File: config.mk
export PLATFORM = sky130hd
export DESIGN_NAME = id_ex_stage
export DESIGN_NICKNAME = d
export VERILOG_FILES = /design/src/rtl/mips_pkg.sv /design/src/rtl/id_ex_stage_forward_unit.sv /design/src/rtl/id_ex_stage.sv
export SDC_FILE = /design/constraint.sdc
export NUM_CORES = 1
export LEC_CHECK = 0
export CAP_MARGIN = 10
export CORE_ASPECT_RATIO = 0.6
export CORE_MARGIN = 8
export CORE_UTILIZATION = 43
export DETAILED_ROUTE_END_ITERATION = 8
export PLACE_DENSITY = 0.87
export SYNTH_ARGS = -nofsm -noshare
export SYNTH_HDL_FRONTEND = slang
export SYNTH_SLANG_ARGS = --single-unit
File: constraint.sdc
create_clock -name clk -period 7.87 [get_ports clk]
set_clock_uncertainty 0.15 [all_clocks]
set_input_delay 1.574 -clock clk [delete_from_list [all_inputs] [get_ports clk]]
set_output_delay 1.574 -clock clk [all_outputs]
set_load 0.01 [all_outputs]
File: src/rtl/mips_pkg.sv
// ---------------------------------------------------------------------------
// mips_pkg
// Shared definitions for the MIPS-style pipeline: ALU opcode encodings (used
// by the decoder, the ID/EX stage and the ALU), the forwarding-select enum and
// default datapath/register-address widths.
// ---------------------------------------------------------------------------
package mips_pkg;

    // Default widths for the 32-bit datapath and the 32-entry register file
    localparam int DEFAULT_DATA_W  = 32;
    localparam int DEFAULT_RADDR_W = 5;

    // ALU opcode encodings
    localparam logic [3:0] ALU_ADD = 4'd0;
    localparam logic [3:0] ALU_SUB = 4'd1;
    localparam logic [3:0] ALU_AND = 4'd2;
    localparam logic [3:0] ALU_OR  = 4'd3;
    localparam logic [3:0] ALU_SLL = 4'd4;
    localparam logic [3:0] ALU_SRL = 4'd5;
    localparam logic [3:0] ALU_SRA = 4'd6;
    localparam logic [3:0] ALU_SGT = 4'd7;
    localparam logic [3:0] ALU_SLT = 4'd8;
    localparam logic [3:0] ALU_NOR = 4'd9;

    // Where an EX operand is taken from
    typedef enum logic [1:0] {
        FWD_REG = 2'd0,   // value latched from the register file in ID
        FWD_EXM = 2'd1,   // EX/MEM registered ALU result
        FWD_MWB = 2'd2    // MEM/WB write-back data
    } fwd_sel_e;

endpackage

File: src/rtl/id_ex_stage_forward_unit.sv
// ---------------------------------------------------------------------------
// forward_unit
// Combinational forwarding select for one EX source operand.
// Ports:
//   src_addr                    register address the operand was read from
//   exm_reg_write, exm_dst_addr EX/MEM producer (writes and its destination)
//   mwb_reg_write, mwb_dst_addr MEM/WB producer (writes and its destination)
//   fwd_sel                     chosen source (FWD_REG / FWD_EXM / FWD_MWB)
// ---------------------------------------------------------------------------
module forward_unit
    import mips_pkg::*;
#(
    parameter int RADDR_W = DEFAULT_RADDR_W
) (
    input  logic [RADDR_W-1:0] src_addr,
    input  logic               exm_reg_write,
    input  logic [RADDR_W-1:0] exm_dst_addr,
    input  logic               mwb_reg_write,
    input  logic [RADDR_W-1:0] mwb_dst_addr,
    output fwd_sel_e           fwd_sel
);

    logic exm_hit;
    logic mwb_hit;

    // A producer only counts if it really writes, targets the same register,
    // and that register is not $0 (which is hardwired to zero and must never
    // pick up a stale in-flight value).
    always_comb begin
        exm_hit = exm_reg_write && (exm_dst_addr != '0) && (exm_dst_addr == src_addr);
        mwb_hit = mwb_reg_write && (mwb_dst_addr != '0) && (mwb_dst_addr == src_addr);
    end

    // The younger producer (EX/MEM) holds the newest value, so it wins over
    // MEM/WB when both match.
    always_comb begin
        fwd_sel = FWD_REG;
        if (exm_hit) begin
            fwd_sel = FWD_EXM;
        end else if (mwb_hit) begin
            fwd_sel = FWD_MWB;
        end
    end

endmodule

File: src/rtl/id_ex_stage.sv
// ---------------------------------------------------------------------------
// id_ex_stage
// ID/EX pipeline register feeding the EX ALU. Registers the decoded fields,
// forwards EX/MEM and MEM/WB results onto the registered rs/rt operands, and
// detects load-use hazards (stall ID for one cycle, insert a bubble).
// Ports:
//   clk, rst                    clock, synchronous active-high reset
//   id_*                        decoded instruction fields from ID
//   flush                       branch taken: squash the instruction in ID
//   exm_*                       EX/MEM forward source
//   mwb_*                       MEM/WB forward source
//   stall_id                    hold PC and IF/ID this cycle
//   ex_valid, ex_data1/2,
//   ex_alu_ctrl, ex_shamt       ALU operands and control
//   ex_store_data               forwarded rt for stores
//   ex_dst_addr, ex_reg_write,
//   ex_mem_read, ex_mem_write   side-band control carried to MEM/WB
// ---------------------------------------------------------------------------
module id_ex_stage
    import mips_pkg::*;
#(
    parameter int DATA_W  = DEFAULT_DATA_W,
    parameter int RADDR_W = DEFAULT_RADDR_W
) (
    input  logic               clk,
    input  logic               rst,

    input  logic               id_valid,
    input  logic [RADDR_W-1:0] id_rs_addr,
    input  logic [RADDR_W-1:0] id_rt_addr,
    input  logic [DATA_W-1:0]  id_rs_data,
    input  logic [DATA_W-1:0]  id_rt_data,
    input  logic [DATA_W-1:0]  id_imm,
    input  logic               id_use_imm,
    input  logic [3:0]         id_alu_ctrl,
    input  logic [4:0]         id_shamt,
    input  logic [RADDR_W-1:0] id_dst_addr,
    input  logic               id_reg_write,
    input  logic               id_mem_read,
    input  logic               id_mem_write,

    input  logic               flush,

    input  logic               exm_reg_write,
    input  logic [RADDR_W-1:0] exm_dst_addr,
    input  logic [DATA_W-1:0]  exm_result,

    input  logic               mwb_reg_write,
    input  logic [RADDR_W-1:0] mwb_dst_addr,
    input  logic [DATA_W-1:0]  mwb_data,

    output logic               stall_id,
    output logic               ex_valid,
    output logic [DATA_W-1:0]  ex_data1,
    output logic [DATA_W-1:0]  ex_data2,
    output logic [3:0]         ex_alu_ctrl,
    output logic [4:0]         ex_shamt,
    output logic [DATA_W-1:0]  ex_store_data,
    output logic [RADDR_W-1:0] ex_dst_addr,
    output logic               ex_reg_write,
    output logic               ex_mem_read,
    output logic               ex_mem_write
);

    // ID/EX pipeline register fields
    logic               valid_q;
    logic [RADDR_W-1:0] rs_addr_q;
    logic [RADDR_W-1:0] rt_addr_q;
    logic [DATA_W-1:0]  rs_data_q;
    logic [DATA_W-1:0]  rt_data_q;
    logic [DATA_W-1:0]  imm_q;
    logic               use_imm_q;
    logic [3:0]         alu_ctrl_q;
    logic [4:0]         shamt_q;
    logic [RADDR_W-1:0] dst_addr_q;
    logic               reg_write_q;
    logic               mem_read_q;
    logic               mem_write_q;

    logic               load_use;
    logic               rt_is_source;
    fwd_sel_e           rs_sel;
    fwd_sel_e           rt_sel;
    logic [DATA_W-1:0]  rs_fwd;
    logic [DATA_W-1:0]  rt_fwd;

    // Load-use detection. The rt field only counts as a source when the
    // instruction really reads it: R-type (no immediate) or a store, whose
    // rt is the data to be written. For other immediate forms rt is the
    // destination and must not trigger a stall.
    always_comb begin
        rt_is_source = !id_use_imm || id_mem_write;
        load_use     = mem_read_q && (dst_addr_q != '0) && id_valid &&
                       ((dst_addr_q == id_rs_addr) ||
                        ((dst_addr_q == id_rt_addr) && rt_is_source));
    end

    // A taken branch squashes the instruction in ID anyway, so there is no
    // point holding it; flush overrides the stall.
    assign stall_id = load_use && !flush;

    // Pipeline register. Reset, flush and the load-use bubble all leave an
    // all-zero (invalid, side-effect free) entry; otherwise the ID fields are
    // captured with control bits qualified by id_valid so a non-instruction
    // can never write registers or memory.
    always_ff @(posedge clk) begin
        if (rst || flush || load_use) begin
            valid_q     <= 1'b0;
            rs_addr_q   <= '0;
            rt_addr_q   <= '0;
            rs_data_q   <= '0;
            rt_data_q   <= '0;
            imm_q       <= '0;
            use_imm_q   <= 1'b0;
            alu_ctrl_q  <= ALU_ADD;
            shamt_q     <= '0;
            dst_addr_q  <= '0;
            reg_write_q <= 1'b0;
            mem_read_q  <= 1'b0;
            mem_write_q <= 1'b0;
        end else begin
            valid_q     <= id_valid;
            rs_addr_q   <= id_rs_addr;
            rt_addr_q   <= id_rt_addr;
            rs_data_q   <= id_rs_data;
            rt_data_q   <= id_rt_data;
            imm_q       <= id_imm;
            use_imm_q   <= id_use_imm;
            alu_ctrl_q  <= id_alu_ctrl;
            shamt_q     <= id_shamt;
            dst_addr_q  <= id_dst_addr;
            reg_write_q <= id_reg_write && id_valid;
            mem_read_q  <= id_mem_read  && id_valid;
            mem_write_q <= id_mem_write && id_valid;
        end
    end

    forward_unit #(.RADDR_W(RADDR_W)) u_fwd_rs (
        .src_addr      (rs_addr_q),
        .exm_reg_write (exm_reg_write),
        .exm_dst_addr  (exm_dst_addr),
        .mwb_reg_write (mwb_reg_write),
        .mwb_dst_addr  (mwb_dst_addr),
        .fwd_sel       (rs_sel)
    );

    forward_unit #(.RADDR_W(RADDR_W)) u_fwd_rt (
        .src_addr      (rt_addr_q),
        .exm_reg_write (exm_reg_write),
        .exm_dst_addr  (exm_dst_addr),
        .mwb_reg_write (mwb_reg_write),
        .mwb_dst_addr  (mwb_dst_addr),
        .fwd_sel       (rt_sel)
    );

    // Operand muxes driven by the forwarding selects
    always_comb begin
        rs_fwd = rs_data_q;
        case (rs_sel)
            FWD_EXM: rs_fwd = exm_result;
            FWD_MWB: rs_fwd = mwb_data;
            default: rs_fwd = rs_data_q;
        endcase

        rt_fwd = rt_data_q;
        case (rt_sel)
            FWD_EXM: rt_fwd = exm_result;
            FWD_MWB: rt_fwd = mwb_data;
            default: rt_fwd = rt_data_q;
        endcase
    end

    // ALU operand 2 is the immediate for I-type forms; the forwarded rt is
    // still exported separately because stores need it as write data.
    assign ex_data1      = rs_fwd;
    assign ex_data2      = use_imm_q ? imm_q : rt_fwd;
    assign ex_store_data = rt_fwd;

    assign ex_valid      = valid_q;
    assign ex_alu_ctrl   = alu_ctrl_q;
    assign ex_shamt      = shamt_q;
    assign ex_dst_addr   = dst_addr_q;
    assign ex_reg_write  = reg_write_q;
    assign ex_mem_read   = mem_read_q;
    assign ex_mem_write  = mem_write_q;

endmodule
=== Word level (Yosys, flattened, before mapping) ===
Index checks and enable logic that the tools add are counted.

* Flip-flop bits (word level): 125
* Input port bits: 204
* Output and inout port bits: 115
* Logic and storage cells: 53

* Equality and inequality tests: 10
* Mux-type cells: 7
* Reduce and logical (&&, ||, !) cells: 23

{| class="wikitable"
|+ Operators with widths
! cell !! number
|-
| $pmux W32 S2 || 2
|-
| $mux W32 || 1
|-
| $eq A5 B5 Y1 || 6
|-
| $reduce_bool A5 Y1 || 3
|-
| $logic_and A1 B1 Y1 || 14
|-
| $mux W2 || 4
|-
| $eq A2 B1 Y1 const B || 2
|-
| $eq A2 B2 Y1 const B || 2
|-
| $logic_or A1 B1 Y1 || 4
|-
| $logic_not A1 Y1 || 2
|}

=== Logic depth before layout (Yosys ltp) ===
Gate-level depths: netlist of run 1.

* Word-level depth: 8
* Gate-level depth with buffers: 7
* Depth with buffers taken out: 5

=== Cells and area by module ===
From an unflattened synthesis of run 1, not the netlist that was laid out.

* Cell total of the unflattened synthesis: 739
* Area total of the unflattened synthesis: 6,004.5 µm²

{| class="wikitable"
|+ Modules (own cells, without submodules)
! module !! instances !! cells each !! area an instance (µm²) !! sequential area each (µm²)
|-
| id_ex_stage || 1 || 697 || 5,686.7 || 2,502.4
|-
| forward_unit || 2 || 21 || 158.9 || 0.0
|}

=== Least setup slack after synthesis of run 1 ===
OpenSTA, ideal clock, no wires.

* Path kind: input -> output
* From: input port exm_dst_addr[1]
* To: output port ex_data2[12]
* Arrival time: 3.247 ns
* Required time: 6.146 ns
* Path slack: 2.899 ns
* Stages on the path: 6
* Cells stage by stage: or4_1 o211ai_2 clkbuf_1 nor3_1 a31oi_1 mux2_2

* Cells in the longest elaborated chain, start to end: 7

{| class="wikitable"
|+ RTL lines
! item !! line !! RTL
|-
| from (decl) || id_ex_stage.sv:45 || <nowiki>input logic [RADDR_W-1:0] exm_dst_addr,</nowiki>
|-
| $reduce_bool A5 Y1 || id_ex_stage_forward_unit.sv:30 || <nowiki>exm_hit = exm_reg_write && (exm_dst_addr != '0) && (exm_dst_addr == src_addr);</nowiki>
|-
| $logic_and A1 B1 Y1 || id_ex_stage_forward_unit.sv:30 ||
|-
| $logic_and A1 B1 Y1 * || id_ex_stage_forward_unit.sv:30 ||
|-
| $mux W2 * || id_ex_stage_forward_unit.sv:38 || <nowiki>if (exm_hit) begin</nowiki>
|-
| $eq A2 B2 Y1 / $eq A2 B1 Y1 (equally long branches) || id_ex_stage.sv:166 || <nowiki>case (rt_sel)</nowiki>
|-
| $pmux W32 S2 * || id_ex_stage.sv:166 ||
|-
| named net ex_store_data[12] || id_ex_stage.sv:58 || <nowiki>output logic [DATA_W-1:0] ex_store_data,</nowiki>
|-
| $mux W32 * || id_ex_stage.sv:176 || <nowiki>assign ex_data2 = use_imm_q ? imm_q : rt_fwd;</nowiki>
|-
| to (decl) || id_ex_stage.sv:55 || <nowiki>output logic [DATA_W-1:0] ex_data2,</nowiki>
|}

Mark *: on every way through the listed nets, which the timed path passes. The rest lies on a longest branch.

=== Final worst setup path of run 1 ===
* From: input port mwb_dst_addr[1]
* To: output port ex_data2[6]

* Cells in the longest elaborated chain, start to end: 8

{| class="wikitable"
|+ RTL lines
! item !! line !! RTL
|-
| from (decl) || id_ex_stage.sv:49 || <nowiki>input logic [RADDR_W-1:0] mwb_dst_addr,</nowiki>
|-
| $reduce_bool A5 Y1 || id_ex_stage_forward_unit.sv:31 || <nowiki>mwb_hit = mwb_reg_write && (mwb_dst_addr != '0) && (mwb_dst_addr == src_addr);</nowiki>
|-
| $logic_and A1 B1 Y1 || id_ex_stage_forward_unit.sv:31 ||
|-
| $logic_and A1 B1 Y1 * || id_ex_stage_forward_unit.sv:31 ||
|-
| $mux W2 * || id_ex_stage_forward_unit.sv:40 || <nowiki>end else if (mwb_hit) begin</nowiki>
|-
| $mux W2 * || id_ex_stage_forward_unit.sv:38 ||
|-
| $eq A2 B2 Y1 / $eq A2 B1 Y1 (equally long branches) || id_ex_stage.sv:166 ||
|-
| $pmux W32 S2 * || id_ex_stage.sv:166 ||
|-
| $mux W32 * || id_ex_stage.sv:176 ||
|}

Every way passes the cells marked *; elsewhere a longest branch is shown, timed or not.

==> flow_summary.json, run 1 <==
{
  "outcome": "finished clean",
  "drt.antenna.violating_nets": 0,
  "report.final.hold_viol_count": 0,
  "cts.htree.levels": 4,
  "ys_seq_area_frac": 0.413,
  "synthArstFlopShare": 0,
  "postRouteWirelength_um": 25000,
  "period_share": 0.871,
  "cts_tree": "built",
  "sequential_cell_area_sq_um": 2500,
  "post_synth_most_frequent_cells": "125 x sky130_fd_sc_hd__dfxtp_1, 123 x sky130_fd_sc_hd__and2_1, 67 x sky130_fd_sc_hd__nand2_1, 48 x sky130_fd_sc_hd__clkbuf_1, 33 x sky130_fd_sc_hd__nand3_1",
  "sum_of_negative_setup_slack_ps": 0,
  "routed-via-count": 6382,
  "worst-endpoint-arrival_ps": 5130,
  "synth_flop_cell": "sky130_fd_sc_hd__dfxtp_1",
  "synthMostInstantiatedCell": "sky130_fd_sc_hd__dfxtp_1",
  "maximum_number_of_pins_on_one_net_before_global_route_repair": 97,
  "worst-path-max-fanout": 33,
  "area_growth_pct": 65.3,
  "cell_type_with_the_highest_aggregate_area_in_the_netlist": "sky130_fd_sc_hd__dfxtp_1",
  "fin_hold_ws_ps": 832,
  "min_period_ps": 6850,
  "synth.area.top_cells": "sky130_fd_sc_hd__dfxtp_1 41%, sky130_fd_sc_hd__and2_1 13%, sky130_fd_sc_hd__mux2i_1 5.3%, sky130_fd_sc_hd__mux2_2 4.3%, sky130_fd_sc_hd__nand2_1 4.1%",
  "chipWidth_um": 169,
  "setup_viol": 0,
  "post-route-worst-setup-slack_ps": 1020,
  "worstMarginPinSlew_ps": 1090,
  "via_per_inst": 5.41,
  "place_ws_ps": 1130,
  "tritoncts.num_buffers": 17,
  "p_leak_uw": 0.00358,
  "unrepaired_setup_endpoints_after_global_routing": "false",
  "insertion_delay_ps": 400,
  "cp_slowest_cell": "sky130_fd_sc_hd__or2_2",
  "worst_slew_margin_rel": 0.274,
  "antenna_found_initial": 0,
  "ctsLongestPathBuffers": 2,
  "achievable-frequency_mhz": 146,
  "gr-total-overflow": 0,
  "place.detailed.hpwl_um": 18300,
  "ctsHoldBuffers": 0,
  "post_cts.repair.setup_buffers": 0,
  "ir_worst_vdd_uv": 135,
  "synth_top_cell_area_share": 0.413,
  "detail_route.drc_violations": 0,
  "wl_per_cell_um": 21.2,
  "cp.required_ps": 6150,
  "rows": 33,
  "portBuffers": 318,
  "design.die.area_sq_um": 18300,
  "insertedDiodeCount": 0,
  "ctsResizeCount": 0,
  "die-height_um": 108,
  "drive_above_1_share": 0.0770,
  "class_of_the_tightest_hold_or_removal_check": "reg -> reg",
  "synthesis.yosys.warnings": 0,
  "clock_tree.root_cell": "sky130_fd_sc_hd__clkbuf_16",
  "initial_utilization": 0.442,
  "firstDrtPassIters": 5,
  "crit_path_frequent_cell": "sky130_fd_sc_hd__clkdlybuf4s50_1",
  "ioPinCount": 319,
  "globalRouteTotalUtil": 0.264,
  "critical-path-max-stage-delay_ps": 840,
  "multi_input_comb_area_sq_um": 3370,
  "cellPowerDensity_nw_per_um2": 189,
  "starting_drt_drc_count": 521,
  "worst_setup_hold_path_clk_slew_ps": 60,
  "worstSetupStartpointType": "primary input",
  "fillers": 1039,
  "max-cap-violations": 0,
  "postSynthRegisterBits": 125,
  "regToRegSetupSlack_ps": 4700,
  "area_inside_the_core_boundary_sq_um": 13700,
  "clkSinkCount": 125,
  "path_cells": "clkdlybuf4s50_1 -> xor2_4 -> or2_2 -> o31ai_1 -> a31oi_1 -> mux2_2 -> clkdlybuf4s50_1",
  "final_core_utilization": 0.731,
  "synth_edf_count": 0,
  "first_global_vias": 6486,
  "avgSynthCellArea_sq_um": 8.72,
  "grt_first_pass_wirelength_um": 37300,
  "criticalPathCategory": "in -> out",
  "finalWeightedCongestion": 0.894,
  "fin_nets": 1178,
  "synth_nets": 899,
  "syn-cell-area_sq_um": 6060,
  "finalMaxSlewViolations": 0,
  "synth_cell_types": 38,
  "synthCells": 695,
  "cp-end-kind": "output pin"
}
## placed cells by master, fill, tap and decap left out, drive strengths merged, types with 9 or more instances in the layout
cell type	instances
mux2i	32
dfxtp	125
a31oi	31
o31ai	32
clkdlybuf4s50	318
buf	9
mux2	31
nor3	32
nand2	67
clkbuf	17
nand3	33
and2	123
nor4	33
xnor2	21
o21ai	34
xor2	9
## path summary, 6_finish.rpt
path / cells after the start / start / to
worst min-delay path: 3 / ex_mem_read / ex_dst_addr[4]
worst max register to register: 5 / ex_dst_addr[0] / rt_data_q[1]
worst min register to register: 3 / ex_mem_read / ex_dst_addr[4]
worst max-delay path: 7 / mwb_dst_addr[1] / ex_data2[6]
## state kept, by name (all words and copies together), names as in the netlist, 4 cells and up
name	flops
ex_alu_ctrl	4
rt_data_q	32
rs_addr_q	5
ex_shamt	5
ex_dst_addr	5
rs_data_q	32
rt_addr_q	5
imm_q	32
## report_power, final
group | total (uW) | switching (uW) | internal (uW)
logic | 339 | 145 | 194
registers | 672 | 13.6 | 658
clock network | 880 | 312 | 568
total | 1890 | 471 | 1420
## worst max-delay path: cells and delay by family
family	cells	cell delay [ps]
buffers and inverters	2	1170
and+or+nand+nor	1	840
xor gates and xnor gates	1	780
AOI/OAI and AO/OA	2	530
muxes	1	220
## metal layers
metal / GRT usage / wire [um]
met5: 0 / 0
met4: 0.0924 / 561
met3: 0.101 / 2600
met2: 0.452 / 12000
met1: 0.302 / 9890
## final cells by class
cell class / count / area share
Tap cell: 192 / 0.0240
Sequential cell: 125 / 0.250
Clock inverter: 15 / 0.0232
Timing Repair Buffer: 327 / 0.324
Clock buffer: 17 / 0.0424
Inverter: 1 / 0.000375
Multi-Input combinational cell: 502 / 0.336
## kinds of logic after synthesis
group           share of synthesized area
buf+inv                            0.0469
mux                                 0.110
flops                               0.413
compound gates                      0.109
xor+xnor                           0.0433
simple gates                        0.278
## through the flow
step | instances | area (sq um) | total power [uW]
6_report | 1179 | 10000 | 1890
5_1_grt | 1179 | 10000 | 1950
4_1_cts | 1179 | 10000 | 1900
3_5_place_dp | 1147 | 9360 | 1020
3_3_place_gp | 1147 | 9360 | 1010
2_1_floorplan | 695 | 6060 | 809
Power figures use the tool's default switching activity.
==> run 2: changes to the inputs <==
--- a/config.mk
+++ b/config.mk
@@ -8,9 +8,9 @@
 export CAP_MARGIN = 10
 export CORE_ASPECT_RATIO = 0.6
 export CORE_MARGIN = 8
-export CORE_UTILIZATION = 43
+export CORE_UTILIZATION = 36
 export DETAILED_ROUTE_END_ITERATION = 8
-export PLACE_DENSITY = 0.87
+export PLACE_DENSITY = 0.77
 export SYNTH_ARGS = -nofsm -noshare
 export SYNTH_HDL_FRONTEND = slang
 export SYNTH_SLANG_ARGS = --single-unit
==> constraint.sdc (replaced) <==
create_clock -name clk -period 5.6 [get_ports clk]
set_clock_uncertainty 0.15 [all_clocks]
set_input_delay 1.12 -clock clk [delete_from_list [all_inputs] [get_ports clk]]
set_output_delay 1.12 -clock clk [all_outputs]
set_load 0.01 [all_outputs]
==> flow_summary.json, run 2 (synthesis results as in run 1) <==
{
  "critical-path-max-stage-delay_ps": 560,
  "cellPowerDensity_nw_per_um2": 246,
  "switching_power_uw": 668,
  "p_leak_uw": 0.00360,
  "maximum_number_of_pins_on_one_net_before_global_route_repair": 100,
  "rows": 36,
  "cts.htree.levels": 4,
  "report.final.hold_viol_count": 0,
  "ctsLongestPathBuffers": 2,
  "switching_share": 0.268,
  "chipWidth_um": 184,
  "grt_first_pass_wirelength_um": 37300,
  "layout_common_cells": "318 x sky130_fd_sc_hd__clkdlybuf4s50_1, 124 x sky130_fd_sc_hd__dfxtp_1, 122 x sky130_fd_sc_hd__and2_1",
  "achievable-frequency_mhz": 191,
  "cts_tree": "built",
  "fin_nets": 1190,
  "max-cap-violations": 0,
  "finalMaxSlewViolations": 0,
  "p_total_uw": 2490,
  "internal_power_uw": 1820,
  "antenna_found_initial": 0,
  "crit_path_frequent_cell": "sky130_fd_sc_hd__clkdlybuf4s50_1",
  "min_period_ps": 5240,
  "unrepaired_setup_endpoints_after_global_routing": "false",
  "routed-via-count": 6237,
  "die-height_um": 117,
  "globalRouteTotalUtil": 0.226,
  "period_share": 0.935,
  "cell_count_after_placement": 1195,
  "insertedDiodeCount": 0,
  "wl_per_cell_um": 20.4,
  "drive_above_1_share": 0.0881,
  "dpl-instance-area_sq_um": 9550,
  "clock_tree.root_cell": "sky130_fd_sc_hd__clkbuf_16",
  "class_of_the_tightest_hold_or_removal_check": "reg -> reg",
  "setup_viol": 0,
  "portBuffers": 318,
  "gr-total-overflow": 0,
  "area_inside_the_core_boundary_sq_um": 16400,
  "cp.required_ps": 4330,
  "place.detailed.hpwl_um": 19200,
  "layout.cells.most_common": "sky130_fd_sc_hd__clkdlybuf4s50_1",
  "ctsHoldBuffers": 0,
  "worst-endpoint-arrival_ps": 3970,
  "finalWeightedCongestion": 0.907,
  "via_per_inst": 5.08,
  "fillers": 1397,
  "worst_setup_hold_path_clk_slew_ps": 60,
  "proportion_of_power_drawn_by_flip_flops_and_latches": 0.379,
  "outcome": "finished clean",
  "path_cells": "clkdlybuf4s50_1 -> xor2_1 -> or4b_1 -> buf_4 -> or3_1 -> a211oi_1 -> o31ai_1 -> clkdlybuf4s50_1",
  "p_comb_frac": 0.195,
  "p_clk_frac": 0.426,
  "registers_with_the_most_flip_flops": "imm_q (32), rs_data_q (32), rt_data_q (32)",
  "worst-path-max-fanout": 17,
  "sum_of_negative_setup_slack_ps": 0,
  "detail_route.drc_violations": 0,
  "criticalPathCategory": "in -> out",
  "ctsResizeCount": 0,
  "worstMarginPinSlew_ps": 951,
  "insertion_delay_ps": 400,
  "clkSinkCount": 125,
  "design.die.area_sq_um": 21400,
  "multi_input_comb_area_sq_um": 3370,
  "starting_drt_drc_count": 373,
  "postRouteWirelength_um": 25100,
  "ir_worst_vdd_uv": 134,
  "drt.antenna.violating_nets": 0,
  "ioPinCount": 319,
  "tritoncts.num_buffers": 17,
  "worst_slew_margin_rel": 0.366,
  "worstSetupStartpointType": "primary input",
  "area_growth_pct": 66.8,
  "sequential_cell_area_sq_um": 2500,
  "post_cts.repair.setup_buffers": 0,
  "initial_utilization": 0.371,
  "first_global_vias": 6479,
  "final-instance-count-excl-fill": 1227,
  "firstDrtPassIters": 6,
  "cp-end-kind": "output pin",
  "finish.instance_area_sq_um": 10100,
  "cp_slowest_cell": "sky130_fd_sc_hd__or4b_1"
}
run 2: critical path: cells and delay by family:
family / cells / cell delay [ps]
AO/OA/AOI/OAI: 2 / 480
XOR/XNOR: 1 / 240
buffers and inverters: 3 / 1240
AND/OR/NAND/NOR: 2 / 870
run 2: routing by layer:
layer	up-vias	part of all wire	routed length, um	GRT usage
li1	3016	-	-	-
met1	2872	0.42	10600	0.274
met2	321	0.45	11200	0.372
met3	28	0.11	2820	0.0811
met4	0	0.021	523	0.0690
met5	-	0	0	0
run 2: final timing paths:
kind / start / endpoint / slack, ps / cells after the start
worst max register to register: ex_dst_addr[0] / rt_data_q[24] / 2900 / 5
worst max-delay path: mwb_dst_addr[4] / ex_data2[23] / 360 / 8
worst min register to register: ex_mem_read / ex_valid / 820 / 3
worst min-delay path: ex_mem_read / ex_valid / 820 / 3
run 2: metrics by stage:
stage | hold slack (ps) | setup WS, ps | util
floorplan | 861 | 1540 | -
CTS | 831 | 360 | 0.618
global placement | 822 | 392 | 0.584
detailed placement | 829 | 363 | 0.584
global route | 906 | 184 | 0.618
finish | 818 | 362 | 0.618
run 2: power by group through the flow:
stage | combinational, uW | clock [uW] | sequential [uW]
finish | 486 | 1060 | 944
global route | 519 | 1120 | 947
CTS | 488 | 1080 | 944
detailed placement | 485 | 0 | 963
global placement | 479 | 0 | 963
floorplan | 180 | 0 | 956
run 2: layout make-up:
type                            instances  share of cell area
Multi-Input combinational cell        502               0.333
Sequential cell                       125               0.248
Tap cell                              228              0.0282
Timing Repair Buffer                  339               0.335
Clock inverter                         15              0.0136
Clock buffer                           17              0.0421
Inverter                                1            0.000371
